[src/rtl/idu_pre_queue_if.sv]
`default_nettype none
// +----------------------------------------------------------------------------+
// | Module   : idu_pre_queue_if                                                |
// | Brief    : Fetch-side push bus and issue-side head offer of idu_pre_queue. |
// | Revision : 1.0  initial release                                            |
// +----------------------------------------------------------------------------+
interface idu_pre_queue_if #(
   parameter int DEPTH = 16
);
   localparam int PTR_W = $clog2(DEPTH);

   logic             flush;
   logic [1:0]       in_valid;
   logic [31:0]      in_pc0;
   logic [31:0]      in_pc1;
   logic [31:0]      in_inst0;
   logic [31:0]      in_inst1;
   logic             in_ready;
   logic             issue_ready;
   logic [1:0]       out_valid;
   logic [31:0]      out_pc0;
   logic [31:0]      out_pc1;
   logic [31:0]      out_inst0;
   logic [31:0]      out_inst1;
   logic             out_w_reg_ena0;
   logic             out_w_reg_ena1;
   logic [4:0]       out_w_reg_dst0;
   logic [4:0]       out_w_reg_dst1;
   logic             out_is_branch0;
   logic             out_is_branch1;
   logic             out_is_jump0;
   logic             out_is_jump1;
   logic             out_is_ls0;
   logic             out_is_ls1;
   logic             out_is_hilo0;
   logic             out_is_hilo1;
   logic [PTR_W:0]   count;

   modport master (
      output flush, in_valid, in_pc0, in_pc1, in_inst0, in_inst1, issue_ready,
      input  in_ready, out_valid, out_pc0, out_pc1, out_inst0, out_inst1,
      input  out_w_reg_ena0, out_w_reg_ena1, out_w_reg_dst0, out_w_reg_dst1,
      input  out_is_branch0, out_is_branch1, out_is_jump0, out_is_jump1,
      input  out_is_ls0, out_is_ls1, out_is_hilo0, out_is_hilo1, count
   );

   modport slave (
      input  flush, in_valid, in_pc0, in_pc1, in_inst0, in_inst1, issue_ready,
      output in_ready, out_valid, out_pc0, out_pc1, out_inst0, out_inst1,
      output out_w_reg_ena0, out_w_reg_ena1, out_w_reg_dst0, out_w_reg_dst1,
      output out_is_branch0, out_is_branch1, out_is_jump0, out_is_jump1,
      output out_is_ls0, out_is_ls1, out_is_hilo0, out_is_hilo1, count
   );
endinterface

`default_nettype wire

[src/rtl/idu_pre_queue.sv]
`default_nettype none
// +----------------------------------------------------------------------------+
// | Module   : idu_pre_queue                                                   |
// | Brief    : Pre-decoding circular instruction queue between fetch and       |
// |            issue; offers up to two head entries with a pairing decision.   |
// |            Define IDU_DUAL_ISSUE_EN to enable dual-issue pairing.          |
// | Revision : 1.0  initial release                                            |
// +----------------------------------------------------------------------------+
module idu_pre_queue #(
   parameter int DEPTH = 16
) (
   input  wire logic      clk,
   input  wire logic      rst,
   idu_pre_queue_if.slave q
);
   localparam int             PTR_W        = $clog2(DEPTH);
   localparam logic [PTR_W:0] c_PUSH_LIMIT = (PTR_W+1)'(DEPTH - 2);
   localparam logic [PTR_W:0] c_ONE        = (PTR_W+1)'(1);
   localparam logic [PTR_W:0] c_TWO        = (PTR_W+1)'(2);

   typedef struct packed {
      logic [31:0] pc;
      logic [31:0] inst;
      logic        w_reg_ena;
      logic [4:0]  dst;
      logic        is_branch;
      logic        is_jump;
      logic        is_ls;
      logic        is_hilo;
   } entry_t;

   // Stage-1 MIPS32 decode. Every non-writing class leaves dst at 0, so the
   // write enable reduces to dst != 0; linking branches (BGEZAL/BLTZAL) write $31.
   function automatic entry_t f_predecode(input logic [31:0] pc, input logic [31:0] inst);
      entry_t     e;
      logic [5:0] op;
      logic [5:0] fn;
      logic [4:0] rs;
      logic [4:0] rt;
      logic [4:0] rd;
      op     = inst[31:26];
      rs     = inst[25:21];
      rt     = inst[20:16];
      rd     = inst[15:11];
      fn     = inst[5:0];
      e      = '0;
      e.pc   = pc;
      e.inst = inst;
      case (op)
         6'h00: begin
            case (fn)
               6'h00, 6'h02, 6'h03, 6'h04, 6'h06, 6'h07,
               6'h20, 6'h21, 6'h22, 6'h23, 6'h24, 6'h25, 6'h26, 6'h27,
               6'h2a, 6'h2b: e.dst = rd;
               6'h08: e.is_jump = 1'b1;
               6'h09: begin
                  e.dst     = rd;
                  e.is_jump = 1'b1;
               end
               6'h10, 6'h12: begin
                  e.dst     = rd;
                  e.is_hilo = 1'b1;
               end
               6'h11, 6'h13, 6'h18, 6'h19, 6'h1a, 6'h1b: e.is_hilo = 1'b1;
               default: ;
            endcase
         end
         6'h01: begin
            e.is_branch = 1'b1;
            if (rt[4:1] == 4'b1000) e.dst = 5'd31;
         end
         6'h02: e.is_jump = 1'b1;
         6'h03: begin
            e.is_jump = 1'b1;
            e.dst     = 5'd31;
         end
         6'h04, 6'h05, 6'h06, 6'h07: e.is_branch = 1'b1;
         6'h08, 6'h09, 6'h0a, 6'h0b, 6'h0c, 6'h0d, 6'h0e, 6'h0f: e.dst = rt;
         6'h10: if (rs == 5'd0) e.dst = rt;
         6'h20, 6'h21, 6'h22, 6'h23, 6'h24, 6'h25, 6'h26: begin
            e.dst   = rt;
            e.is_ls = 1'b1;
         end
         6'h28, 6'h29, 6'h2a, 6'h2b, 6'h2e: e.is_ls = 1'b1;
         default: ;
      endcase
      e.w_reg_ena = (e.dst != 5'd0);
      return e;
   endfunction

   entry_t           r_mem [DEPTH];
   logic [PTR_W-1:0] r_wr_ptr;
   logic [PTR_W-1:0] r_rd_ptr;
   logic [PTR_W:0]   r_count;

   entry_t           w_dec0;
   entry_t           w_dec1;
   entry_t           w_head0;
   entry_t           w_head1;
   logic [PTR_W-1:0] w_wr_ptr1;
   logic [PTR_W-1:0] w_rd_ptr1;
   logic             w_in_ready;
   logic             w_push;
   logic [1:0]       w_push_n;
   logic [1:0]       w_pop_n;
   logic             w_v0;
   logic             w_v1;

   assign w_dec0    = f_predecode(q.in_pc0, q.in_inst0);
   assign w_dec1    = f_predecode(q.in_pc1, q.in_inst1);
   assign w_wr_ptr1 = r_wr_ptr + 1'b1;
   assign w_rd_ptr1 = r_rd_ptr + 1'b1;
   assign w_head0   = r_mem[r_rd_ptr];
   assign w_head1   = r_mem[w_rd_ptr1];

   // Slot1 alone (in_valid == 2'b10) never pushes.
   assign w_in_ready = (r_count <= c_PUSH_LIMIT);
   assign w_push     = w_in_ready && q.in_valid[0];
   assign w_push_n   = w_push ? (q.in_valid[1] ? 2'd2 : 2'd1) : 2'd0;
   assign w_pop_n    = q.issue_ready ? ({1'b0, w_v0} + {1'b0, w_v1}) : 2'd0;

`ifdef IDU_DUAL_ISSUE_EN
   logic w_raw;
   logic w_pair_ok;

   assign w_raw     = w_head0.w_reg_ena &&
                      ((w_head0.dst == w_head1.inst[25:21]) ||
                       (w_head0.dst == w_head1.inst[20:16]));
   assign w_pair_ok = !w_raw &&
                      !(w_head0.is_ls   && w_head1.is_ls) &&
                      !(w_head0.is_hilo && w_head1.is_hilo) &&
                      !w_head1.is_branch && !w_head1.is_jump;

   // A lone branch/jump waits until its delay slot is queued behind it.
   always_comb begin
      w_v0 = (r_count != '0);
      if ((w_head0.is_branch || w_head0.is_jump) && (r_count == c_ONE)) w_v0 = 1'b0;
      w_v1 = w_v0 && (r_count >= c_TWO) && w_pair_ok;
   end
`else
   always_comb begin
      w_v0 = (r_count != '0);
      w_v1 = 1'b0;
   end
`endif

   always_ff @(posedge clk) begin
      if (rst || q.flush) begin
         r_wr_ptr <= '0;
         r_rd_ptr <= '0;
         r_count  <= '0;
      end else begin
         r_wr_ptr <= r_wr_ptr + PTR_W'(w_push_n);
         r_rd_ptr <= r_rd_ptr + PTR_W'(w_pop_n);
         r_count  <= r_count + (PTR_W+1)'(w_push_n) - (PTR_W+1)'(w_pop_n);
      end
   end

   // Storage carries no reset; unoccupied entries are never offered.
   always_ff @(posedge clk) begin
      if (!rst && !q.flush && w_push) begin
         r_mem[r_wr_ptr] <= w_dec0;
         if (q.in_valid[1]) r_mem[w_wr_ptr1] <= w_dec1;
      end
   end

   assign q.in_ready       = w_in_ready;
   assign q.count          = r_count;
   assign q.out_valid      = {w_v1, w_v0};
   assign q.out_pc0        = w_v0 ? w_head0.pc        : 32'd0;
   assign q.out_inst0      = w_v0 ? w_head0.inst      : 32'd0;
   assign q.out_w_reg_ena0 = w_v0 & w_head0.w_reg_ena;
   assign q.out_w_reg_dst0 = w_v0 ? w_head0.dst       : 5'd0;
   assign q.out_is_branch0 = w_v0 & w_head0.is_branch;
   assign q.out_is_jump0   = w_v0 & w_head0.is_jump;
   assign q.out_is_ls0     = w_v0 & w_head0.is_ls;
   assign q.out_is_hilo0   = w_v0 & w_head0.is_hilo;
   assign q.out_pc1        = w_v1 ? w_head1.pc        : 32'd0;
   assign q.out_inst1      = w_v1 ? w_head1.inst      : 32'd0;
   assign q.out_w_reg_ena1 = w_v1 & w_head1.w_reg_ena;
   assign q.out_w_reg_dst1 = w_v1 ? w_head1.dst       : 5'd0;
   assign q.out_is_branch1 = w_v1 & w_head1.is_branch;
   assign q.out_is_jump1   = w_v1 & w_head1.is_jump;
   assign q.out_is_ls1     = w_v1 & w_head1.is_ls;
   assign q.out_is_hilo1   = w_v1 & w_head1.is_hilo;
endmodule

`default_nettype wire

[src/flat_wrapper.sv]
// flat-port wrapper written by rule: the top's interface ports become plain ports
module idu_pre_queue_flat 
#(
   parameter int DEPTH = 16
)
  (clk, rst, q_flush, q_in_valid, q_in_pc0, q_in_pc1, q_in_inst0, q_in_inst1, q_issue_ready, q_in_ready, q_out_valid, q_out_pc0, q_out_pc1, q_out_inst0, q_out_inst1, q_out_w_reg_ena0, q_out_w_reg_ena1, q_out_w_reg_dst0, q_out_w_reg_dst1, q_out_is_branch0, q_out_is_branch1, q_out_is_jump0, q_out_is_jump1, q_out_is_ls0, q_out_is_ls1, q_out_is_hilo0, q_out_is_hilo1, q_count);
  idu_pre_queue_if #(.DEPTH(DEPTH)) q_i ();
  input  wire logic clk;
  input  wire logic rst;
  input wire logic [$bits(q_i.flush)-1:0] q_flush;
  input wire logic [$bits(q_i.in_valid)-1:0] q_in_valid;
  input wire logic [$bits(q_i.in_pc0)-1:0] q_in_pc0;
  input wire logic [$bits(q_i.in_pc1)-1:0] q_in_pc1;
  input wire logic [$bits(q_i.in_inst0)-1:0] q_in_inst0;
  input wire logic [$bits(q_i.in_inst1)-1:0] q_in_inst1;
  input wire logic [$bits(q_i.issue_ready)-1:0] q_issue_ready;
  output wire logic [$bits(q_i.in_ready)-1:0] q_in_ready;
  output wire logic [$bits(q_i.out_valid)-1:0] q_out_valid;
  output wire logic [$bits(q_i.out_pc0)-1:0] q_out_pc0;
  output wire logic [$bits(q_i.out_pc1)-1:0] q_out_pc1;
  output wire logic [$bits(q_i.out_inst0)-1:0] q_out_inst0;
  output wire logic [$bits(q_i.out_inst1)-1:0] q_out_inst1;
  output wire logic [$bits(q_i.out_w_reg_ena0)-1:0] q_out_w_reg_ena0;
  output wire logic [$bits(q_i.out_w_reg_ena1)-1:0] q_out_w_reg_ena1;
  output wire logic [$bits(q_i.out_w_reg_dst0)-1:0] q_out_w_reg_dst0;
  output wire logic [$bits(q_i.out_w_reg_dst1)-1:0] q_out_w_reg_dst1;
  output wire logic [$bits(q_i.out_is_branch0)-1:0] q_out_is_branch0;
  output wire logic [$bits(q_i.out_is_branch1)-1:0] q_out_is_branch1;
  output wire logic [$bits(q_i.out_is_jump0)-1:0] q_out_is_jump0;
  output wire logic [$bits(q_i.out_is_jump1)-1:0] q_out_is_jump1;
  output wire logic [$bits(q_i.out_is_ls0)-1:0] q_out_is_ls0;
  output wire logic [$bits(q_i.out_is_ls1)-1:0] q_out_is_ls1;
  output wire logic [$bits(q_i.out_is_hilo0)-1:0] q_out_is_hilo0;
  output wire logic [$bits(q_i.out_is_hilo1)-1:0] q_out_is_hilo1;
  output wire logic [$bits(q_i.count)-1:0] q_count;
  assign q_i.flush = q_flush;
  assign q_i.in_valid = q_in_valid;
  assign q_i.in_pc0 = q_in_pc0;
  assign q_i.in_pc1 = q_in_pc1;
  assign q_i.in_inst0 = q_in_inst0;
  assign q_i.in_inst1 = q_in_inst1;
  assign q_i.issue_ready = q_issue_ready;
  assign q_in_ready = q_i.in_ready;
  assign q_out_valid = q_i.out_valid;
  assign q_out_pc0 = q_i.out_pc0;
  assign q_out_pc1 = q_i.out_pc1;
  assign q_out_inst0 = q_i.out_inst0;
  assign q_out_inst1 = q_i.out_inst1;
  assign q_out_w_reg_ena0 = q_i.out_w_reg_ena0;
  assign q_out_w_reg_ena1 = q_i.out_w_reg_ena1;
  assign q_out_w_reg_dst0 = q_i.out_w_reg_dst0;
  assign q_out_w_reg_dst1 = q_i.out_w_reg_dst1;
  assign q_out_is_branch0 = q_i.out_is_branch0;
  assign q_out_is_branch1 = q_i.out_is_branch1;
  assign q_out_is_jump0 = q_i.out_is_jump0;
  assign q_out_is_jump1 = q_i.out_is_jump1;
  assign q_out_is_ls0 = q_i.out_is_ls0;
  assign q_out_is_ls1 = q_i.out_is_ls1;
  assign q_out_is_hilo0 = q_i.out_is_hilo0;
  assign q_out_is_hilo1 = q_i.out_is_hilo1;
  assign q_count = q_i.count;
  idu_pre_queue #(.DEPTH(DEPTH)) u_core (.clk(clk), .rst(rst), .q(q_i));
endmodule
[config.mk]
export PLATFORM = sky130hd
export DESIGN_NAME = idu_pre_queue_flat
export DESIGN_NICKNAME = d
export VERILOG_FILES = /design/src/rtl/idu_pre_queue_if.sv /design/src/rtl/idu_pre_queue.sv /design/src/flat_wrapper.sv
export SDC_FILE = /design/constraint.sdc
export NUM_CORES = 2
export LEC_CHECK = 0
export CORE_ASPECT_RATIO = 0.8
export CORE_UTILIZATION = 56
export CTS_CLUSTER_SIZE = 12
export DETAILED_ROUTE_END_ITERATION = 16
export PLACE_DENSITY = 0.76
export SLEW_MARGIN = 10
export SYNTH_ARGS = -nofsm -noshare
export SYNTH_HDL_FRONTEND = slang
export SYNTH_SLANG_ARGS = --single-unit
[constraint.sdc]
create_clock -name clk -period 10.35 [get_ports clk]
set_input_delay 2.07 -clock clk [delete_from_list [all_inputs] [get_ports clk]]
set_output_delay 2.07 -clock clk [all_outputs]
set_load 0.01 [all_outputs]
==> insert_results.sql <==
INSERT INTO impl_metrics (metric_group, metric, value, unit) VALUES
('place', 'place_congestion', '0.829', ''),
('synth', 'number_of_synthesized_flops_with_an_enable_pin', '1184', ''),
('routing', 'finalWirelength', '189000', 'µm'),
('routing', 'drt_iter0_drc', '6505', ''),
('run_status', 'status', 'finished, final reports clean', ''),
('hold_path', 'min_path_type', 'flop to flop', ''),
('critical_path', 'critical_path_required', '8280', 'ps'),
('critical_path', 'critical_path_fanout_max', '126', ''),
('timing', 'final.setup.worst_slack', '3780', 'ps'),
('power_and_ir_drop', 'power.share.switching', '25.5', '%'),
('routing', 'vias', '42800', ''),
('power_and_ir_drop', 'power.net_switching', '0.00286', 'W'),
('synth', 'synth.ff_latch_count', '1197', ''),
('clock_tree', 'cts_tree', 'yes', ''),
('synth', 'syn_inst', '5185', ''),
('timing', 'layout_min_cycle_time', '6570', 'ps'),
('power_and_ir_drop', 'clock_power_share', '34.8', '%'),
('routing', 'met3WireLength', '25600', 'µm'),
('place', 'port-buffer-count', '214', ''),
('critical_path', 'cp.arrival', '4500', 'ps'),
('timing', 'finalCritPeriodShare', '63.4', '%'),
('clock_tree', 'tritoncts_sink_count', '1197', ''),
('grt', 'number_of_antenna_violations_at_the_first_check_in_global_routing', '20', ''),
('grt', 'grt_remaining_overflow', '0', ''),
('grt', 'grt_util_all_layers', '33.7', '%'),
('die', 'start_util', '56.9', '%'),
('clock_tree', 'clockBufferDepth', '3', ''),
('critical_path', 'critical-path-slowest-cell', 'sky130_fd_sc_hd__dfxtp_4', ''),
('synth', 'post_synth_instance_area', '62200', 'µm²'),
('power_and_ir_drop', 'static-leakage-power', '24.3', 'nW'),
('cells_and_area', 'finish.cell_count_without_fillers', '6554', ''),
('synth', 'ys_warn_count', '0', ''),
('routing', 'final_antenna_net_count', '0', ''),
('routing', 'drt_first_pass_iters', '8', ''),
('timing', 'timing.final.hold_violations', '0', ''),
('place', 'cells_after_dpl', '6365', ''),
('routing', 'routedLengthMet1', '66700', 'µm'),
('clock_tree', 'tritoncts.num_buffers', '116', ''),
('job', 'drv_cap', '0', ''),
('power_and_ir_drop', 'internal_power', '0.00838', 'W'),
('critical_path', 'crit_path_frequent_cell', 'sky130_fd_sc_hd__mux4_2', ''),
('critical_path', 'cp-end-kind', 'output port', ''),
('cells_and_area', 'post_route_cells_drive_above_1_share', '19.1', '%'),
('die', 'die-height', '300', 'µm'),
('routing', 'dr_wl_met2', '88000', 'µm'),
('critical_path', 'critical_path.max_stage_delay', '1040', 'ps'),
('routing', 'drt-vias-per-instance', '6.53', ''),
('grt', 'grt_pass1_vias', '42200', ''),
('timing', 'skew', '33.3', 'ps'),
('synth', 'synth_top_flop_cell', 'sky130_fd_sc_hd__edfxtp_1', ''),
('timing', 'rsz0062_at_grt', 'no', ''),
('timing', 'final.hold.worst_slack', '657', 'ps'),
('timing', 'tightest_pin_transition', '1300', 'ps'),
('synth', 'synth-async-reset-ratio', '0', '%'),
('timing', 'fin_setup_tns', '0', 'ps'),
('clock_tree', 'post-cts-setup-buffers', '0', ''),
('clock_tree', 'cts_repair_resize_count', '0', ''),
('timing', 'max_freq', '152', 'MHz'),
('critical_path', 'startpoint_type', 'flop', ''),
('die', 'rows', '108', ''),
('cells_and_area', 'layout.nets', '5204', ''),
('routing', 'topRoutingLayerUsed', 'met5', ''),
('die', 'die_width', '375', 'µm'),
('power_and_ir_drop', 'pwr_density_cell', '165', 'nW/µm²'),
('synth', 'syn_avg_cell_area', '12.0', 'µm²'),
('clock_tree', 'h_tree_depth', '3', ''),
('clock_tree', 'clkSlewWorstSetupHoldPaths', '60', 'ps'),
('critical_path', 'crit_type', 'flop to output port', ''),
('synth', 'register_area_share_after_synthesis', '57.6', '%'),
('power_and_ir_drop', 'power_frac_seq', '48.0', '%'),
('timing', 'final-max-slew-violation-count', '0', '');
-- worst max-delay path, delay by kind of cell (launching register included) --
kind	cells	cell delay (ps)
buffers and inverters	2	1220
DFF	1	1040
muxes	2	900
and+or+nand+nor	1	310
-- per-layer routing --
metal | vias to the layer above | track usage (%)
met1 | 21000 | 45.7
li1 | 17700 | -
met3 | 573 | 7.20
met4 | 10 | 14.5
met2 | 3496 | 53.1
met5 | - | 0
-- power groups by stage --
stage | logic [W] | clock network, W | registers [W]
2_1_floorplan | 0.00121 | 0 | 0.00549
3_3_place_gp | 0.00190 | 0 | 0.00550
3_5_place_dp | 0.00194 | 0 | 0.00550
4_1_cts | 0.00195 | 0.00392 | 0.00539
5_1_grt | 0.00207 | 0.00409 | 0.00540
6_report | 0.00193 | 0.00391 | 0.00539
-- logic make-up (layout without fill, tap and decap cells) --
group | after synthesis | count (layout) | share of synthesized area [%]
AOI/OAI and AO/OA | 184 | 184 | 1.90
xor gates and xnor gates | 8 | 8 | 0.113
adders and majority gates | 15 | 15 | 0.326
buffers and inverters | 673 | 530 | 5.14
DFF | 1197 | 1197 | 57.6
muxes | 744 | 744 | 20.0
other | 1 | 83 | 0.00603
and+or+nand+nor | 2363 | 2363 | 15.0
-- cell usage in the layout, fill, tap and decap left out, types with 14 or more instances in the layout --
master | synthesis | routed
sky130_fd_sc_hd__a21oi_1 | 20 | 20
sky130_fd_sc_hd__a22oi_1 | 16 | 16
sky130_fd_sc_hd__and2_1 | 79 | 79
sky130_fd_sc_hd__buf_4 | 77 | 114
sky130_fd_sc_hd__clkbuf_1 | 319 | 33
sky130_fd_sc_hd__clkbuf_16 | 0 | 117
sky130_fd_sc_hd__clkdlybuf4s50_1 | 0 | 214
sky130_fd_sc_hd__conb_1 | 1 | 75
sky130_fd_sc_hd__edfxtp_1 | 1184 | 1184
sky130_fd_sc_hd__inv_1 | 19 | 18
sky130_fd_sc_hd__mux2_2 | 278 | 278
sky130_fd_sc_hd__mux2i_1 | 96 | 96
sky130_fd_sc_hd__mux4_2 | 370 | 370
sky130_fd_sc_hd__nand2_1 | 2158 | 2158
sky130_fd_sc_hd__nor2_1 | 27 | 23
sky130_fd_sc_hd__nor2_4 | 0 | 16
sky130_fd_sc_hd__nor3_1 | 21 | 21
sky130_fd_sc_hd__o21ai_0 | 103 | 87
sky130_fd_sc_hd__o21ai_4 | 0 | 16
sky130_fd_sc_hd__or2_2 | 16 | 14
-- cell usage after synthesis (3+ instances only) --
cell type / number / area share, %
sky130_fd_sc_hd__a21oi_1: 20 / 0.16
sky130_fd_sc_hd__a221oi_2: 10 / 0.24
sky130_fd_sc_hd__a22oi_1: 16 / 0.19
sky130_fd_sc_hd__and2_1: 79 / 0.79
sky130_fd_sc_hd__buf_1: 85 / 0.51
sky130_fd_sc_hd__buf_2: 146 / 1.2
sky130_fd_sc_hd__buf_4: 77 / 0.93
sky130_fd_sc_hd__buf_6: 27 / 0.49
sky130_fd_sc_hd__clkbuf_1: 319 / 1.9
sky130_fd_sc_hd__dfxtp_1: 13 / 0.42
sky130_fd_sc_hd__edfxtp_1: 1184 / 57
sky130_fd_sc_hd__ha_1: 13 / 0.26
sky130_fd_sc_hd__inv_1: 19 / 0.11
sky130_fd_sc_hd__mux2_2: 278 / 5.0
sky130_fd_sc_hd__mux2i_1: 96 / 1.5
sky130_fd_sc_hd__mux4_2: 370 / 13
sky130_fd_sc_hd__nand2_1: 2158 / 13
sky130_fd_sc_hd__nand2b_1: 4 / 0.040
sky130_fd_sc_hd__nand3_1: 7 / 0.056
sky130_fd_sc_hd__nand3b_1: 5 / 0.060
sky130_fd_sc_hd__nor2_1: 27 / 0.16
sky130_fd_sc_hd__nor2_2: 12 / 0.12
sky130_fd_sc_hd__nor2b_1: 10 / 0.10
sky130_fd_sc_hd__nor3_1: 21 / 0.17
sky130_fd_sc_hd__nor4_1: 5 / 0.050
sky130_fd_sc_hd__nor4b_1: 8 / 0.11
sky130_fd_sc_hd__o2111ai_1: 4 / 0.056
sky130_fd_sc_hd__o21ai_0: 103 / 0.83
sky130_fd_sc_hd__o21ai_1: 13 / 0.10
sky130_fd_sc_hd__or2_2: 16 / 0.16
sky130_fd_sc_hd__xnor2_1: 5 / 0.070
sky130_fd_sc_hd__xor2_1: 3 / 0.042
-- final timing paths --
check	from	endpoint	slack, ps	depth (start not counted)
max	u_core.r_rd_ptr[1]	q_out_w_reg_ena0	3780	5
min	u_core.r_wr_ptr[0]	u_core.r_wr_ptr[0]	660	2
max reg2reg	u_core.q.count[2]	u_core.r_mem[1][39]	6150	5
min reg2reg	u_core.r_wr_ptr[0]	u_core.r_wr_ptr[0]	660	2
-- area by class of cell --
| cell class | instances | area (µm²) |
|---|---|---|
| repair buffers | 332 | 3080 |
| clock inverters | 29 | 280 |
| fillers | 7956 | 41400 |
| flip-flops and latches | 1197 | 35800 |
| clock buffers | 150 | 3050 |
| diodes | 8 | 20.0 |
| inverters | 19 | 73.8 |
| multi-input cells | 3389 | 23800 |
| well taps | 1430 | 1790 |
-- flip-flops by register name (all words and copies together) (netlist names) --
register         flops
u_core.r_rd_ptr      4
u_core.r_mem      1184
u_core.q.count       5
u_core.r_wr_ptr      4
-- through the flow --
stage	instance area, µm²	total power (W)	utilization [%]
detailed placement	64500	0.00743	59.0
finish	67900	0.0112	62.1
floorplan	62500	0.00670	-
CTS	67900	0.0113	62.1
global placement	64500	0.00739	59.0
global route	67900	0.0116	62.1
Power figures use the tool's default switching activity.
==> variant (same flow settings) <==
`DEPTH` is set to 16 in 3 places; all go to 8.
--- a/src/rtl/idu_pre_queue_if.sv
+++ b/src/rtl/idu_pre_queue_if.sv
@@ -5,7 +5,7 @@
 // | Revision : 1.0  initial release                                            |
 // +----------------------------------------------------------------------------+
 interface idu_pre_queue_if #(
-   parameter int DEPTH = 16
+   parameter int DEPTH = 8
 );
    localparam int PTR_W = $clog2(DEPTH);
 
--- a/src/rtl/idu_pre_queue.sv
+++ b/src/rtl/idu_pre_queue.sv
@@ -7,7 +7,7 @@
 // | Revision : 1.0  initial release                                            |
 // +----------------------------------------------------------------------------+
 module idu_pre_queue #(
-   parameter int DEPTH = 16
+   parameter int DEPTH = 8
 ) (
    input  wire logic      clk,
    input  wire logic      rst,
--- a/src/flat_wrapper.sv
+++ b/src/flat_wrapper.sv
@@ -1,7 +1,7 @@
 // flat-port wrapper written by rule: the top's interface ports become plain ports
 module idu_pre_queue_flat 
 #(
-   parameter int DEPTH = 16
+   parameter int DEPTH = 8
 )
   (clk, rst, q_flush, q_in_valid, q_in_pc0, q_in_pc1, q_in_inst0, q_in_inst1, q_issue_ready, q_in_ready, q_out_valid, q_out_pc0, q_out_pc1, q_out_inst0, q_out_inst1, q_out_w_reg_ena0, q_out_w_reg_ena1, q_out_w_reg_dst0, q_out_w_reg_dst1, q_out_is_branch0, q_out_is_branch1, q_out_is_jump0, q_out_is_jump1, q_out_is_ls0, q_out_is_ls1, q_out_is_hilo0, q_out_is_hilo1, q_count);
   idu_pre_queue_if #(.DEPTH(DEPTH)) q_i ();
Interface: changed (resized q_count); port bits go from 290 to 289. No check against the original RTL was run, so the function may have changed too.
==> variant against the original RTL <==
Sequential cell count shrank 595; worst setup slack better by 460 ps; combinational power shrank 31%; synthesized area shrank 48%; power shrank 45%; routed wire length fell by 53%; clock skew down 17 ps; critical path depth unchanged; design area is 47% lower.
==> variant: results (changes against the original RTL) <==
Length in cells of the worst reg-to-reg path = 10 (+5)
Number of DRC violations after detailed-routing iteration 0 = 3,223 (-50%)
HPWL after DPL = 51.2 mm (-51%)
Number of enable flip-flop cells after synthesis = 592 (-50%)
Number of detailed-route iterations in the first pass = 7 (-1)
Status = complete, no violations
Routability congestion estimate from global placement = 0.844 (+1.7%)
Slowest Stage Delay on Critical Path = 880 ps (-160 ps)
Proportion of synthesized chip area in sequential cells = 0.554 (-0.0212)
First-pass GRT wire length = 136 mm (-51%)
Met2 wire len = 42.5 mm (-52%)
Total number of nets in the final design = 3,281 (-37%)
Maximum net fanout on the critical path = 113 (-10%)
Number of buffers added by the clock tree synthesis step = 60 (-48%)
GRT met2 Usage = 0.494 (-0.0377)
Gate count after technology mapping = 3,137 (-39%)
Static leakage = 13.6 nW (-44%)
Met1 Track Usage GR = 0.414 (-0.0425)
Worst path arrival time = 4040 ps (-460 ps)
Yosys cell types = 69 (+23%)
Worst IR drop on VDD = 0.229 mV (+5.2%)
CTS H-tree lvls = 2 (-1)
Instance count along the most critical hold path = 4 (+2)
Largest net degree at the start of global routing = 114 (-10%)
Share of final-layout standard cells stronger than drive strength 1 = 0.0989 (-0.0923)
Clock Skew = 15.9 ps (-17.4 ps)
Detailed-routed wire length on met3 = 11.6 mm (-55%)
Worst hold endpoint = u_core.q.count[3]
Number of filler cells placed in the layout = 4,291 (-46%)
## variant: cell count changes in the layout (fill, tap and decap cells not counted), sizes merged, moves of 17 or more
cell    unedited run  this run
edfxtp          1184       592
and2              79         6
mux4             370       148
o21ai            118        65
clkbuf           150        91
mux2             278         2
clkinv            28         7
a21oi             23        45
nor2              39       137
mux2i             96        75
buf              118        39
nand2           2158      1526
a22oi             17         0
## variant: cell type report
cell class / instances / share of cell area
Antenna cell: 1 / 0.0000699
Clock buffer: 91 / 0.0469
Clock inverter: 12 / 0.00381
Inverter: 16 / 0.00168
Multi-Input combinational cell: 2202 / 0.351
Sequential cell: 602 / 0.502
Tap cell: 760 / 0.0266
Timing Repair Buffer: 252 / 0.0681
## variant: through the flow
step                      setup slack, ps  total power [mW]  cell area [um^2]
after floorplan                      1340              3.59             32700
after global placement               3930              4.12             34000
after detailed placement             3910              4.16             34000
after CTS                            4190              6.21             35800
after global routing                 3950              6.40             35800
final                                4240              6.20             35800
## variant: worst max-delay path by stage
stage                                   from                  end  depth (start not counted)
after global routing      u_core.r_rd_ptr[0]  q_out_w_reg_dst0[4]                          5
after floorplan                      q_flush   u_core.r_mem[0][0]                          5
after global placement               q_flush  u_core.r_mem[6][68]                          8
after CTS                 u_core.r_rd_ptr[0]  q_out_w_reg_dst0[4]                          5
after detailed placement             q_flush  u_core.r_mem[6][64]                          8
final                     u_core.r_rd_ptr[0]      q_out_inst0[27]                          5
## variant: cell families after synthesis
kind of cell    share of synthesized area
buf+inv                            0.0714
other cells                      0.000116
fa+ha+maj                         0.00548
flops                               0.554
compound gates                     0.0313
xor+xnor                          0.00235
simple gates                        0.208
mux                                 0.127
## variant: where the power goes
part / switching (mW) / internal [mW]
Sequential: 0.0320 / 2.73
Combinational: 0.724 / 0.621
Clock: 0.916 / 1.18
Total: 1.67 / 4.53
